$ cat src/rtl/instruction_encoder_pkg.sv
// Shared definitions for the instruction encoder and its field packer.
// Holds opcodes, funct codes, field widths, immediate limits, error codes and FSM states.
// Pure declarations: no logic, no latency, no flow control.
package instruction_encoder_pkg;

    localparam int OP_W    = 4;
    localparam int REG_W   = 4;
    localparam int FUNCT_W = 4;
    localparam int IMM_W   = 12;
    localparam int WORD_W  = 16;

    // Opcodes; 0011, 1000, 1001 and 1110 are reserved and rejected.
    localparam logic [OP_W-1:0] OP_RTYPE = 4'b0000;
    localparam logic [OP_W-1:0] OP_AND   = 4'b0001;
    localparam logic [OP_W-1:0] OP_OR    = 4'b0010;
    localparam logic [OP_W-1:0] OP_BGT   = 4'b0100;
    localparam logic [OP_W-1:0] OP_BLT   = 4'b0101;
    localparam logic [OP_W-1:0] OP_BEQ   = 4'b0110;
    localparam logic [OP_W-1:0] OP_JUMP  = 4'b0111;
    localparam logic [OP_W-1:0] OP_LBU   = 4'b1010;
    localparam logic [OP_W-1:0] OP_SB    = 4'b1011;
    localparam logic [OP_W-1:0] OP_LW    = 4'b1100;
    localparam logic [OP_W-1:0] OP_SW    = 4'b1101;
    localparam logic [OP_W-1:0] OP_HALT  = 4'b1111;

    // R-type function codes understood by the control unit (passed through untouched).
    localparam logic [FUNCT_W-1:0] FUNCT_ADD = 4'h0;
    localparam logic [FUNCT_W-1:0] FUNCT_SUB = 4'h1;
    localparam logic [FUNCT_W-1:0] FUNCT_SLL = 4'h2;
    localparam logic [FUNCT_W-1:0] FUNCT_SRL = 4'h3;
    localparam logic [FUNCT_W-1:0] FUNCT_XOR = 4'h4;

    // Legal immediate ranges, expressed at full immediate width for signed compares.
    localparam logic signed [IMM_W-1:0] IMM_LOGIC_MIN = 12'sd0;
    localparam logic signed [IMM_W-1:0] IMM_LOGIC_MAX = 12'sd255;
    localparam logic signed [IMM_W-1:0] IMM_BR_MIN    = -12'sd128;
    localparam logic signed [IMM_W-1:0] IMM_BR_MAX    = 12'sd127;
    localparam logic signed [IMM_W-1:0] IMM_MEM_MIN   = -12'sd8;
    localparam logic signed [IMM_W-1:0] IMM_MEM_MAX   = 12'sd7;

    localparam logic [WORD_W-1:0] HALT_WORD = 16'hF000;

    localparam logic [1:0] ERR_NONE   = 2'b00;
    localparam logic [1:0] ERR_OPCODE = 2'b01;
    localparam logic [1:0] ERR_IMM    = 2'b10;
    localparam logic [1:0] ERR_OVF    = 2'b11;

    typedef enum logic [1:0] {
        S_IDLE = 2'b00,
        S_RUN  = 2'b01,
        S_DONE = 2'b10,
        S_ERR  = 2'b11
    } state_t;

endpackage

$ cat src/rtl/instr_field_pack.sv
// Packs one instruction request into a 16-bit word and flags illegal opcodes / immediates.
// Purely combinational: zero latency.
// No flow control; the caller decides when the result is consumed.
module instr_field_pack
    import instruction_encoder_pkg::*;
(
    input  logic [OP_W-1:0]    op,
    input  logic [REG_W-1:0]   op1,
    input  logic [REG_W-1:0]   op2,
    input  logic [FUNCT_W-1:0] funct,
    input  logic [IMM_W-1:0]   imm,
    output logic [WORD_W-1:0]  word,
    output logic               illegal_op,
    output logic               imm_err,
    output logic               is_halt
);

    logic signed [IMM_W-1:0] simm;
    assign simm = $signed(imm);

    // Per-opcode field layout and range check; fields an opcode does not use are ignored.
    always_comb begin
        word       = '0;
        illegal_op = 1'b0;
        imm_err    = 1'b0;
        is_halt    = 1'b0;
        case (op)
            OP_RTYPE: word = {op, op1, op2, funct};
            OP_AND, OP_OR: begin
                word    = {op, op1, imm[7:0]};
                imm_err = (simm < IMM_LOGIC_MIN) || (simm > IMM_LOGIC_MAX);
            end
            OP_BGT, OP_BLT, OP_BEQ: begin
                word    = {op, op1, imm[7:0]};
                imm_err = (simm < IMM_BR_MIN) || (simm > IMM_BR_MAX);
            end
            OP_JUMP: word = {op, imm};
            OP_LBU, OP_SB, OP_LW, OP_SW: begin
                word    = {op, op1, imm[3:0], op2};
                imm_err = (simm < IMM_MEM_MIN) || (simm > IMM_MEM_MAX);
            end
            OP_HALT: begin
                word    = HALT_WORD;
                is_halt = 1'b1;
            end
            default: illegal_op = 1'b1;
        endcase
    end

endmodule

$ cat src/rtl/instruction_encoder.sv
// Accepts instruction requests, encodes them and writes them to consecutive memory words.
// Latency: one cycle from accepted request to mem_we; one write per cycle sustained.
// Backpressure: in_ready low outside RUN, when full, during start, and while a HALT write is pending.
module instruction_encoder
    import instruction_encoder_pkg::*;
#(
    parameter int ADDR_W = 8
) (
    input  logic              clk,
    input  logic              rst,
    input  logic              start,
    input  logic [ADDR_W-1:0] base_addr,
    input  logic              in_valid,
    output logic              in_ready,
    input  logic [3:0]        in_op,
    input  logic [3:0]        in_op1,
    input  logic [3:0]        in_op2,
    input  logic [3:0]        in_funct,
    input  logic [11:0]       in_imm,
    output logic              mem_we,
    output logic [ADDR_W-1:0] mem_addr,
    output logic [15:0]       mem_wdata,
    output logic [ADDR_W:0]   word_count,
    output logic              busy,
    output logic              done,
    output logic              full,
    output logic              error,
    output logic [1:0]        err_code
);

    localparam logic [ADDR_W:0] COUNT_MAX = {1'b1, {ADDR_W{1'b0}}};

    state_t            state, state_nxt;
    logic [ADDR_W-1:0] ptr;
    logic              halt_pending;
    logic [15:0]       enc_word;
    logic              illegal_op, imm_err, is_halt;
    logic              accept, wr, last_addr;

    instr_field_pack u_pack (
        .op         (in_op),
        .op1        (in_op1),
        .op2        (in_op2),
        .funct      (in_funct),
        .imm        (in_imm),
        .word       (enc_word),
        .illegal_op (illegal_op),
        .imm_err    (imm_err),
        .is_halt    (is_halt)
    );

    assign in_ready  = (state == S_RUN) && !full && !start && !halt_pending;
    assign accept    = in_valid && in_ready;
    assign wr        = accept && !illegal_op && !imm_err;
    assign last_addr = &ptr;

    assign busy  = (state == S_RUN);
    assign done  = (state == S_DONE);
    assign error = (state == S_ERR);

    // State register.
    always_ff @(posedge clk or posedge rst) begin
        if (rst) state <= S_IDLE;
        else     state <= state_nxt;
    end

    // Next state: start always wins; errors and overflow are decided at accept time,
    // DONE waits until the HALT word has actually been driven to memory.
    always_comb begin
        state_nxt = state;
        if (start) begin
            state_nxt = S_RUN;
        end else if (state == S_RUN) begin
            if (accept && (illegal_op || imm_err))  state_nxt = S_ERR;
            else if (wr && last_addr && !is_halt)   state_nxt = S_ERR;
            else if (halt_pending)                  state_nxt = S_DONE;
        end
    end

    // Write register, pointer, count and sticky error/full flags.
    always_ff @(posedge clk or posedge rst) begin
        if (rst) begin
            mem_we       <= 1'b0;
            mem_addr     <= '0;
            mem_wdata    <= '0;
            ptr          <= '0;
            word_count   <= '0;
            full         <= 1'b0;
            err_code     <= ERR_NONE;
            halt_pending <= 1'b0;
        end else begin
            // A write launched last cycle is already on the port, so start cannot cancel it.
            mem_we <= wr;
            if (start) begin
                ptr          <= base_addr;
                word_count   <= '0;
                full         <= 1'b0;
                err_code     <= ERR_NONE;
                halt_pending <= 1'b0;
            end else begin
                halt_pending <= wr && is_halt;
                if (accept && illegal_op) begin
                    err_code <= ERR_OPCODE;
                end else if (accept && imm_err) begin
                    err_code <= ERR_IMM;
                end else if (wr) begin
                    mem_addr  <= ptr;
                    mem_wdata <= enc_word;
                    ptr       <= ptr + ADDR_W'(1);
                    if (word_count != COUNT_MAX)
                        word_count <= word_count + (ADDR_W+1)'(1);
                    // Last address consumed: stop before the pointer wraps.
                    if (last_addr) begin
                        full <= 1'b1;
                        if (!is_halt) err_code <= ERR_OVF;
                    end
                end
            end
        end
    end

endmodule

$ cat config.mk
export PLATFORM = sky130hd
export DESIGN_NAME = instruction_encoder
export DESIGN_NICKNAME = d
export VERILOG_FILES = /design/src/rtl/instruction_encoder_pkg.sv /design/src/rtl/instr_field_pack.sv /design/src/rtl/instruction_encoder.sv
export SDC_FILE = /design/constraint.sdc
export NUM_CORES = 1
export LEC_CHECK = 0
export CAP_MARGIN = 25
export CORE_AREA = 2 2 76 78
export DETAILED_ROUTE_END_ITERATION = 12
export DIE_AREA = 0 0 78 80
export GPL_TIMING_DRIVEN = 1
export PLACE_DENSITY = 0.8
export SETUP_SLACK_MARGIN = 0.4
export SYNTH_ARGS = -nofsm -noshare
export SYNTH_HDL_FRONTEND = slang
export SYNTH_SLANG_ARGS = --single-unit
$ cat constraint.sdc
create_clock -name clk -period 3.5 [get_ports clk]
set_clock_uncertainty 0.1 [all_clocks]
set_input_delay 0.7 -clock clk [delete_from_list [all_inputs] [get_ports clk]]
set_output_delay 0.7 -clock clk [all_outputs]
set_load 0.005 [all_outputs]
==> results by stage <==
Clock network:
- The latest clock arrival within the worst-skew pair is ~310 ps.
- The number of buffers added to fix hold violations after cts is 0.
- The maximum root-to-sink buffer count is 2.
- The number of H-tree branching levels is 2.
- The CTS tree is yes.
- Post-CTS timing repair inserted 0 buffers for setup.
- After clock tree synthesis, the repair step resized 0 gates.
- Clock-pin slew was measured on the worst setup and hold paths at around 90 ps.
- In this run the clock root is driven by a sky130_fd_sc_hd__clkbuf_8.
- The clock buffer count from CTS is 5.
- The sink count of the clock tree is 48.

Pwr:
- The share of total power dissipated in combinational logic is between 20% and 30%.
- For this design the static power due to leakage is around 0.0016 uW.
- The switching share of power is between 20% and 30%.
- The internal power is between 1000 and 1500 uW.
- Registers are responsible for roughly 44% of the overall power.
- The worst vdd rail ir drop is 351 uV.
- The analysis attributes to net switching a power of approximately 440 uW.
- The power per cell area is ~440 nW/um2.
- Per report_power, the clock group accounts for 29.0% of the total.

STA:
- Adding up every negative setup slack in the final design gives 0 ps.
- The clock period minus final worst setup slack is ~2900 ps.
- At the pin with the least slew margin, the transition time is ~520 ps.
- Derived from the worst setup path, the maximum achievable clock frequency is ~0.34 GHz.
- Setup violations remaining at the end of the flow were counted as 0.
- Setup repair after global routing left no endpoint under its margin.
- The final clock period utilization by the worst path is 83.7%.
- The max-slew violation count is 0.
- The hold violation count in the final report was 0.
- In this run the tightest slew margin relative to its limit is 65.5%.

Place:
- Summed over all nets, the half-perimeter wirelength after detailed placement is approximately 5200 um.
- The placed cell area is about 3600 um2.
- The total of buffers placed on input and output ports is 80.
- The final weighted congestion of routability-driven global placement is between 0.9 and 1.

Routing:
- The post-detailed-route count of antenna-violating nets is 0.
- For this block, the initial DRC count from the detailed router was 179.
- Across all layers, the routed design uses 2,641 vias.
- The first-pass detailed-route iteration total is 4.
- The routed wire length is between 7000 and 8000 um.
- The routed via count divided by cell count is 5.78.
- The detail-routed net length per standard cell is ~16 um.
- The number of remaining DRC errors is 0.

Yosys:
- The number of enable-type register cells in the synthesized netlist is 0.
- The post-synthesis average cell area is 8.92 um2.
- After synthesis, the share of flip-flops with an asynchronous set or reset is between 90% and 100%.
- The total of warnings raised by yosys is 0.
- Counting flops and latches in the post-synthesis netlist gives 48.
- The post-synth net total is ~350.
- The mapped netlist covers about 2700 um2.
- The cell count after synthesis came out at just over 300.
- The most used flip-flop cell after synthesis is sky130_fd_sc_hd__dfrtp_1.
- The number of distinct library cells after synthesis is 54.
- Sequential cells were found to cover between 40% and 50% of the synthesized design area.

Floorplanning:
- The vertical die dimension is 80 um.
- The total area inside the core boundary comes to roughly 5400 um2.
- The boundary pin count is 81.
- The standard-cell row count is 27.
- The floorplan die area is around 6200 um2.
- The die outline width is between 70 and 80 um.
- For this configuration, the core starts out at a cell density of about half.

Critical path:
- The critical path class is in -> reg.
- STA puts the critical path data required time at between 3000 and 4000 ps.
- The endpoint class of the critical path is a flop.
- The largest driver fanout on the critical path is 23.
- Data on the critical path arrives at its endpoint at slightly above 3000 ps.
- The worst setup path is launched from an input pin.

Final layout:
- The number of diodes added for antenna fixing is 0.
- The number of nets in the layout is between 400 and 500.
- The post-synthesis to final-layout area growth is 39.1%.
- The final standard cell utilization of the core is roughly 70%.
- Counting the fill cells in the layout gives 440.
- Once layout is done, the placed cells without fillers occupy 3750 um2.
- Cells with a size suffix above 1 make up under 10% of the layout.

GRT:
- The number of global-route vias before repair is 2,468.
- The first global-routing pass estimated about 12,000 um of wire.
- The initial antenna violation count was 0.
- The global-route usage over all layers is 23.8%.
- Entering global routing, the biggest net connects 49 pins.
- The leftover overflow at the end of global routing is 0.

Worst hold path:
- The classification of the worst-slack hold path is reg -> reg.

Job:
- The count of maximum capacitance violations is 0.

Run status:
- The flow ran to the end, and the final reports show no timing, DRC or antenna violations.
cells in the mapped netlist (3+ instances only):
library cell	instances	area share (%)
sky130_fd_sc_hd__ha_1	3	1.4
sky130_fd_sc_hd__a21o_1	5	1.4
sky130_fd_sc_hd__o21ai_0	27	5.0
sky130_fd_sc_hd__or4_1	4	1.1
sky130_fd_sc_hd__mux2i_1	4	1.5
sky130_fd_sc_hd__buf_4	3	0.84
sky130_fd_sc_hd__or3_1	7	1.6
sky130_fd_sc_hd__and2_1	3	0.70
sky130_fd_sc_hd__nor3b_1	3	0.84
sky130_fd_sc_hd__buf_2	3	0.56
sky130_fd_sc_hd__a221o_1	3	1.1
sky130_fd_sc_hd__nor2_1	26	3.6
sky130_fd_sc_hd__dfrtp_1	48	45
sky130_fd_sc_hd__a221oi_1	19	6.2
sky130_fd_sc_hd__or2_2	3	0.70
sky130_fd_sc_hd__nand2_1	37	5.2
sky130_fd_sc_hd__a21oi_1	18	3.3
sky130_fd_sc_hd__clkbuf_1	10	1.4
sky130_fd_sc_hd__nand3_1	9	1.7
sky130_fd_sc_hd__and3_1	6	1.4
sky130_fd_sc_hd__inv_1	11	1.5
sky130_fd_sc_hd__nor2b_1	6	1.4
sky130_fd_sc_hd__a31oi_1	3	0.70
final timing paths:
kind	from	to	slack, ps	cells past startpoint
worst max-delay path	in_op[0]	word_count[8]	570	8
worst min-delay path	mem_addr[1]	mem_addr[1]	380	2
worst max register to register	state[0]	word_count[8]	1210	7
worst min register to register	mem_addr[1]	mem_addr[1]	380	2
max in group asynchronous	rst	word_count[5]	2260	3
min in group asynchronous	rst	word_count[1]	550	2
kinds of logic after synthesis:
kind of cell    Yosys count  share of synthesized area, %
compound gates           93                          23.5
xor+xnor                  2                         0.651
fa+ha+maj                 3                          1.39
buf+inv                  32                          5.34
flops                    48                          44.6
mux                       6                          2.32
simple gates            118                          22.2
power groups by stage:
stage	logic [uW]	registers (uW)	clock network, uW
floorplan	166	726	0
global placement	446	729	0
detailed placement	455	729	0
CTS	460	721	488
global route	503	734	519
finish	457	721	481
placed cells by master (no fill, tap or decap), drive strengths merged, types with 4 or more instances in the layout:
| cell | synthesis | layout |
|---|---|---|
| a21o | 5 | 5 |
| a21oi | 18 | 18 |
| a221oi | 19 | 19 |
| and3 | 6 | 6 |
| buf | 8 | 14 |
| clkbuf | 11 | 5 |
| clkdlybuf4s50 | 0 | 79 |
| dfrtp | 48 | 48 |
| inv | 12 | 13 |
| mux2i | 4 | 4 |
| nand2 | 37 | 37 |
| nand3 | 9 | 9 |
| nor2 | 26 | 26 |
| nor2b | 6 | 6 |
| o21ai | 27 | 27 |
| or3 | 7 | 7 |
| or4 | 4 | 4 |
stage by stage:
stage          setup slack (ps)  std cells  hold slack (ps)  total power, uW
6_report                    572        457              382             1660
5_1_grt                     437        457              412             1760
4_1_cts                     519        456              384             1670
3_5_place_dp                198        448              362             1180
3_3_place_gp                242        448              360             1180
2_1_floorplan               896        302              367              892
critical path, cell delays in order:
cell	delay [ps]
sky130_fd_sc_hd__clkdlybuf4s50_1	650
sky130_fd_sc_hd__o21ai_0	150
sky130_fd_sc_hd__a22o_1	200
sky130_fd_sc_hd__a211o_1	310
sky130_fd_sc_hd__a21o_1	200
sky130_fd_sc_hd__buf_4	210
sky130_fd_sc_hd__or4_1	510
sky130_fd_sc_hd__a21oi_1	150
layout make-up:
type                            count  area [um2]  share of cell area (%)
Inverter                           13        48.8                    1.30
Sequential cell                    48        1200                    32.1
Clock buffer                        5        68.8                    1.84
Tap cell                           72        90.1                    2.40
Multi-Input combinational cell    222        1350                    36.0
Timing Repair Buffer               94         921                    24.6
Clock inverter                      3        68.8                    1.84
routing by layer:
metal | vias to the layer above | track usage [%] | wire, um
li1 | 1279 | - | -
met1 | 1240 | 29.8 | 2960
met2 | 104 | 39.1 | 3490
met3 | 18 | 4.75 | 429
met4 | 0 | 12.1 | 248
met5 | - | 0 | 0
state kept, by name, indices dropped and copies added (netlist names):
name          flops
err_code          2
full              1
halt_pending      1
mem_addr          8
mem_wdata        16
mem_we            1
ptr               8
state             2
word_count        9
(Power assumes the default switching activity.)
